`src/rtl/mcs4_cycle_sequencer.sv`:
```
// MCS-4 instruction-cycle sequencer: A1..X3 state ring, PC nibble drive, OPR/OPA/operand capture.
// Latency: one machine cycle = 8 states x Clk_div clk; instruction presented in X1 of its last cycle.
// Backpressure: none; the cycle never stalls, PC loads are accepted only on the X3 tick.

package mcs4_pkg;

  parameter int ADDR_W = 12;

  typedef enum logic [2:0] {
    CYC_A1 = 3'd0,
    CYC_A2 = 3'd1,
    CYC_A3 = 3'd2,
    CYC_M1 = 3'd3,
    CYC_M2 = 3'd4,
    CYC_X1 = 3'd5,
    CYC_X2 = 3'd6,
    CYC_X3 = 3'd7
  } instr_cyc_t;

  typedef enum logic [3:0] {
    OPR_NOP     = 4'h0,
    OPR_JCN     = 4'h1,
    OPR_FIM_SRC = 4'h2,
    OPR_FIN_JIN = 4'h3,
    OPR_JUN     = 4'h4,
    OPR_JMS     = 4'h5,
    OPR_INC     = 4'h6,
    OPR_ISZ     = 4'h7,
    OPR_ADD     = 4'h8,
    OPR_SUB     = 4'h9,
    OPR_LD      = 4'hA,
    OPR_XCH     = 4'hB,
    OPR_BBL     = 4'hC,
    OPR_LDM     = 4'hD,
    OPR_IO      = 4'hE,
    OPR_ACC     = 4'hF
  } opr_code_t;

endpackage

module mcs4_cycle_sequencer
  import mcs4_pkg::*;
#(
  parameter int Clk_div    = 1,
  parameter int Addr_width = 12
) (
  input  logic                  clk,
  input  logic                  rst,
  input  logic [3:0]            data_in,
  input  logic                  pc_load,
  input  logic [Addr_width-1:0] pc_load_addr,
  input  logic [7:0]            fin_addr,
  output instr_cyc_t            cyc,
  output logic                  tick,
  output logic                  sync,
  output logic                  bus_drive,
  output logic [3:0]            bus_out,
  output logic [Addr_width-1:0] pc,
  output logic                  second_word,
  output logic                  instr_valid,
  output opr_code_t             opr,
  output logic [3:0]            opa,
  output logic [7:0]            operand
);

  // Divider terminal count; Clk_div is limited to 1..16 so four bits suffice.
  localparam logic [3:0] DivLast = 4'(Clk_div - 1);
  localparam logic [Addr_width-1:0] PcOne = {{(Addr_width-1){1'b0}}, 1'b1};

  logic [3:0]            div_cnt;
  logic                  fin_cycle;
  logic [Addr_width-1:0] fetch_addr;

  // Instructions whose first word implies a second ROM cycle. FIM and FIN
  // share opcodes with SRC and JIN, distinguished only by OPA bit 0.
  function automatic logic needs_second(input opr_code_t o, input logic opa0);
    logic r;
    r = 1'b0;
    case (o)
      OPR_JCN, OPR_JUN, OPR_JMS, OPR_ISZ: r = 1'b1;
      OPR_FIM_SRC, OPR_FIN_JIN:           r = ~opa0;
      default:                            r = 1'b0;
    endcase
    return r;
  endfunction

  // Fixed ring order A1 -> ... -> X3 -> A1.
  function automatic instr_cyc_t next_cyc(input instr_cyc_t c);
    instr_cyc_t n;
    n = CYC_A1;
    case (c)
      CYC_A1:  n = CYC_A2;
      CYC_A2:  n = CYC_A3;
      CYC_A3:  n = CYC_M1;
      CYC_M1:  n = CYC_M2;
      CYC_M2:  n = CYC_X1;
      CYC_X1:  n = CYC_X2;
      CYC_X2:  n = CYC_X3;
      default: n = CYC_A1;
    endcase
    return n;
  endfunction

  // Free-running clock divider producing one state-advance tick per Clk_div clk.
  always_ff @(posedge clk or posedge rst) begin
    if (rst) begin
      div_cnt <= 4'd0;
    end else if (div_cnt == DivLast) begin
      div_cnt <= 4'd0;
    end else begin
      div_cnt <= div_cnt + 4'd1;
    end
  end

  // Masking with rst keeps tick low while held in reset even when Clk_div=1.
  assign tick = ~rst & (div_cnt == DivLast);

  // The FIN second cycle is recognised from the held first-word OPR/OPA.
  assign fin_cycle  = second_word && (opr == OPR_FIN_JIN) && !opa[0];
  assign fetch_addr = fin_cycle ? {pc[Addr_width-1:8], fin_addr} : pc;

  assign sync      = (cyc == CYC_X3);
  assign bus_drive = (cyc == CYC_A1) || (cyc == CYC_A2) || (cyc == CYC_A3);

  // Address nibble select for the three address states; bus idles at zero otherwise.
  always_comb begin
    bus_out = 4'h0;
    case (cyc)
      CYC_A1:  bus_out = fetch_addr[3:0];
      CYC_A2:  bus_out = fetch_addr[7:4];
      CYC_A3:  bus_out = fetch_addr[11:8];
      default: bus_out = 4'h0;
    endcase
  end

  // Cycle state machine: advances on tick, captures ROM nibbles, steps and loads the PC.
  always_ff @(posedge clk or posedge rst) begin
    if (rst) begin
      cyc         <= CYC_A1;
      pc          <= '0;
      second_word <= 1'b0;
      instr_valid <= 1'b0;
      opr         <= OPR_NOP;
      opa         <= 4'h0;
      operand     <= 8'h00;
    end else if (tick) begin
      cyc <= next_cyc(cyc);
      case (cyc)
        CYC_M1: begin
          if (second_word) begin
            operand[7:4] <= data_in;
          end else begin
            opr <= opr_code_t'(data_in);
          end
        end
        CYC_M2: begin
          if (second_word) begin
            operand[3:0] <= data_in;
            instr_valid  <= 1'b1;
          end else begin
            opa <= data_in;
            // A first word that needs a second is not yet a complete instruction.
            if (!needs_second(opr, data_in[0])) begin
              operand     <= 8'h00;
              instr_valid <= 1'b1;
            end
          end
          // The FIN indirect fetch does not consume a program word.
          if (!fin_cycle) begin
            pc <= pc + PcOne;
          end
        end
        CYC_X1: begin
          instr_valid <= 1'b0;
        end
        CYC_X3: begin
          if (!second_word && needs_second(opr, opa[0])) begin
            // Jump targets are not known until word 2, so loads here are dropped.
            second_word <= 1'b1;
          end else begin
            second_word <= 1'b0;
            if (pc_load) begin
              pc <= pc_load_addr;
            end
          end
        end
        default: begin
        end
      endcase
    end
  end

endmodule

```
`config.mk`:
```
export PLATFORM = sky130hd
export DESIGN_NAME = mcs4_cycle_sequencer
export DESIGN_NICKNAME = d
export VERILOG_FILES = /design/src/rtl/mcs4_cycle_sequencer.sv
export SDC_FILE = /design/constraint.sdc
export NUM_CORES = 1
export LEC_CHECK = 0
export ABC_AREA = 1
export CAP_MARGIN = 40
export CORE_MARGIN = 2
export CORE_UTILIZATION = 30
export DETAILED_ROUTE_END_ITERATION = 12
export HOLD_SLACK_MARGIN = 0.15
export PLACE_DENSITY = 0.52
export SLEW_MARGIN = 20
export SYNTH_ARGS = -nofsm -noshare
export SYNTH_HDL_FRONTEND = slang
export SYNTH_SLANG_ARGS = --single-unit
```
`constraint.sdc`:
```
create_clock -name clk -period 2.7 [get_ports clk]
set_input_delay 0.54 -clock clk [delete_from_list [all_inputs] [get_ports clk]]
set_output_delay 0.54 -clock clk [all_outputs]
set_load 0.005 [all_outputs]
```
==> summary.md <==
| Metric | Value |
|---|---|
| Cts hold-fix bufs | 0 |
| Antenna Cells | 0 |
| Overall Power | 2.82 mW |
| R2r setup slk | roughly 0.80 ns |
| Total number of vias | approximately 2,300 |
| Fillers | 756 |
| Max Cap Viol | 0 |
| Largest family of logic cells by synthesized area | simple AND/OR/NAND/NOR gates |
| Initial Util | 30.8% |
| Leakage | about 1.5 nW |
| Crit Path Class | in2out |
| Initial detailed-routing violation count | between 100 and 150 |
| FF+latch count, synth | 37 |
| Vias/cell | 4.58 |
| Final Non-Filler Cells | around 490 |
| Ys Warns | 0 |
| CTS clk-pin slew, worst paths | 0.07 ns |
| Relative slew margins | 65.0% |
| DRT antenna net count | 0 |
| Achievable frequency | between 400 and 500 MHz |
| Chip Width | ~90 µm |
| Final setup violation count | 0 |
| Critical path endpoint category | output pin |
| Slew @ Worst Pin | around 0.52 ns |
| Share of cells above drive strength 1 | between 8 and 9% |
| Placed Instances | approximately 480 |
| Pin count of the biggest net entering global routing | 38 |
| Multi-input gate area | 0.00113 mm² |
| First-pass GRT wire length | ~11 mm |
| Core region area | 0.00718 mm² |
| Port Buffer Count | 66 |
| Initial antenna violation count | 0 |
| Async SR Flop Fraction | 100% |
| Final wirelength | 6.45 mm |
| Clock latency on the worst-skew pair | 0.30 ns |
| Worst r2r path cells | 9 |
| Fin nets | around 420 |
| Synth Area in XOR/XNOR | between 1 and 1.5% |
| DP Area | approximately 0.003 mm² |
| Worst Path Required | between 2 and 2.5 ns |
| Register area share after synthesis | between 40% and 50% |
| Placer congestion estimate | slightly below 0.9 |
| Status | completed |
| Post-synthesis cell type count | 30 |
| Netlist Area Pre-Place | about 0.0022 mm² |
| Vias in the first global route | 2,087 |
| Hold Path Sink | operand[7] |
| CP startpoint kind | input pin |
| Detail Placement HPWL | just under 5 mm |
| Area Growth Syn to Fin | 42.9% |
| Worst hold start | operand[7] |
| Post-synth EDFFs | 0 |
| Register area | 926 µm² |
| Sum of negative setup slack | 0 ns |
| Final Cycle Share | around 85% |
| Type of the worst min-delay path | reg2reg |
| Fin crit period | approximately 2.3 ns |
| DRT Pass-1 Iters | 4 |
| Residual DRC | 0 |
| Gr ovfl total | 0 |
| Post-synthesis mux area share | 0% |
| Fin. Hold Viols | 0 |
| Most common flop cell mapped by yosys | dfrtp_1 |
| Mapped Nets | around 350 |
| Post-Synth Adder-Cell Area | under 10% |
| Cells after Synth | 317 |
| CTS Buf Count | 5 |
| Max Slew Vio Count | 0 |
| I/O pin count | 67 |
| CTS HTree Levels | 2 |
| Cell Pwr Density | slightly below 900 mW/mm² |
| Synth Area in Simple Gates | between 30% and 40% |
| Min Hold Slack | 0.480 ns |
| Hold Crit Depth | 2 |
| Final Skew | roughly 0.0084 ns |
| Die ar. | ~0.0081 mm² |
| Largest fanout on the critical path | 3 |
| Clock buffer depth | 2 |
| Worst R2R End | pc[1] |
| Worst path arrival time | 1.76 ns |
| Die H | about 90 µm |
| Drt wl/cell | 13.0 µm |
| Peak VDD IR | 0.000368 V |
| CTS tree | built |
| Avg Synthesized Cell Area | between 6 and 7 µm² |
| Gr usage total | about 16% |
| Fin area | 0.00316 mm² |
| Synth Area in Compound Gates | approximately 8.7% |
| Std cell rows | 31 |
| RSZ-0062 raised after global routing | no |
| Start of the worst register-to-register path | div_cnt[0] |
| CTS Root Cell | clkbuf_8 |
| Sink Count | 37 |
[sequential cells by signal (all words and copies together) (netlist names)]
name	cells
opa	4
pc	12
cyc	3
operand	8
div_cnt	4
second_word	1
instr_valid	1
opr	4
[critical path, stage by stage]
cell,delay [ns]
clkdlybuf4s50_1,0.40
inv_1,0.10
nand3_4,0.09
inv_1,0.11
clkdlybuf4s50_1,0.52
[area by class of cell]
cell class,instances,area share [%]
Sequential cell,37,29.3
Timing Repair Buffer,76,24.0
Inverter,31,3.68
Multi-Input combinational cell,243,35.7
Tap cell,99,3.92
Clock inverter,1,0.277
Clock buffer,7,3.05
[report_power, final]
part / switching (mW) / internal (mW) / total [mW]
clock: 0.217 / 0.236 / 0.453
sequential: 0.241 / 0.754 / 0.995
combinational: 0.650 / 0.726 / 1.38
[cells in the final DEF (no fill, tap or decap), types with 2 or more instances in the layout]
cell	synthesis	layout
nand2_1	148	148
o21ai_0	26	26
inv_2	2	2
nor2_2	1	2
nand4_1	4	4
dfrtp_1	37	37
nor3_1	2	2
inv_1	29	29
clkbuf_8	0	7
nor2_4	4	4
nand3_2	2	2
a21oi_1	4	4
nor2_1	16	15
xnor2_1	2	2
nand3_1	18	18
clkdlybuf4s50_1	0	62
o211ai_1	2	2
ha_1	3	3
buf_4	0	9
dlymetal6s2s_1	0	4
[cells in the mapped netlist (2+ instances only)]
master,n,area (µm²)
ha_1,3,37.5
nor2_1,16,60.1
o21ai_0,26,130
nand3_2,2,20.0
dfrtp_1,37,926
inv_1,29,109
nand4_1,4,25.0
xnor2_1,2,17.5
nand2_1,148,556
nor3_1,2,10.0
buf_2,3,15.0
buf_6,2,22.5
nor2_4,4,45.0
a21oi_1,4,20.0
o211ai_1,2,15.0
nand3_1,18,90.1
inv_2,2,7.51
[stage by stage]
stage	util [%]	setup slack, ns
2_1_floorplan	-	0.365
3_3_place_gp	41.9	0.334
3_5_place_dp	41.9	0.345
4_1_cts	43.3	0.0167
5_1_grt	44.0	0.299
6_report	44.0	0.398
[worst max-delay path by stage]
stage | start | end | cells after the start
detailed placement | fin_addr[6] | bus_out[2] | 6
global placement | fin_addr[5] | bus_out[1] | 6
floorplan | rst | pc[2] | 9
finish | rst | tick | 5
CTS | opr[2] | bus_out[1] | 8
global route | div_cnt[0] | tick | 5
[logic make-up (layout without fill, tap and decap cells)]
logic type,Yosys count,count (layout)
DFF,37,37
AOI/OAI and AO/OA,36,36
xor gates and xnor gates,3,3
adders and majority gates,3,3
and+or+nand+nor,201,201
buffers and inverters,37,115
[timing repair]
item,in CTS,in global routing
buffers inserted,0,3
endpoints found under the setup margin,0,4
resized for setup,0,5
[metal layers]
metal	GRT usage (%)	vias to the layer above	wire (µm)
li1	-	1154	-
met1	23.0	1043	3140
met2	24.4	50	2860
met3	4.02	14	264
met4	6.28	0	174
met5	0	-	0
(Power assumes the default switching activity.)
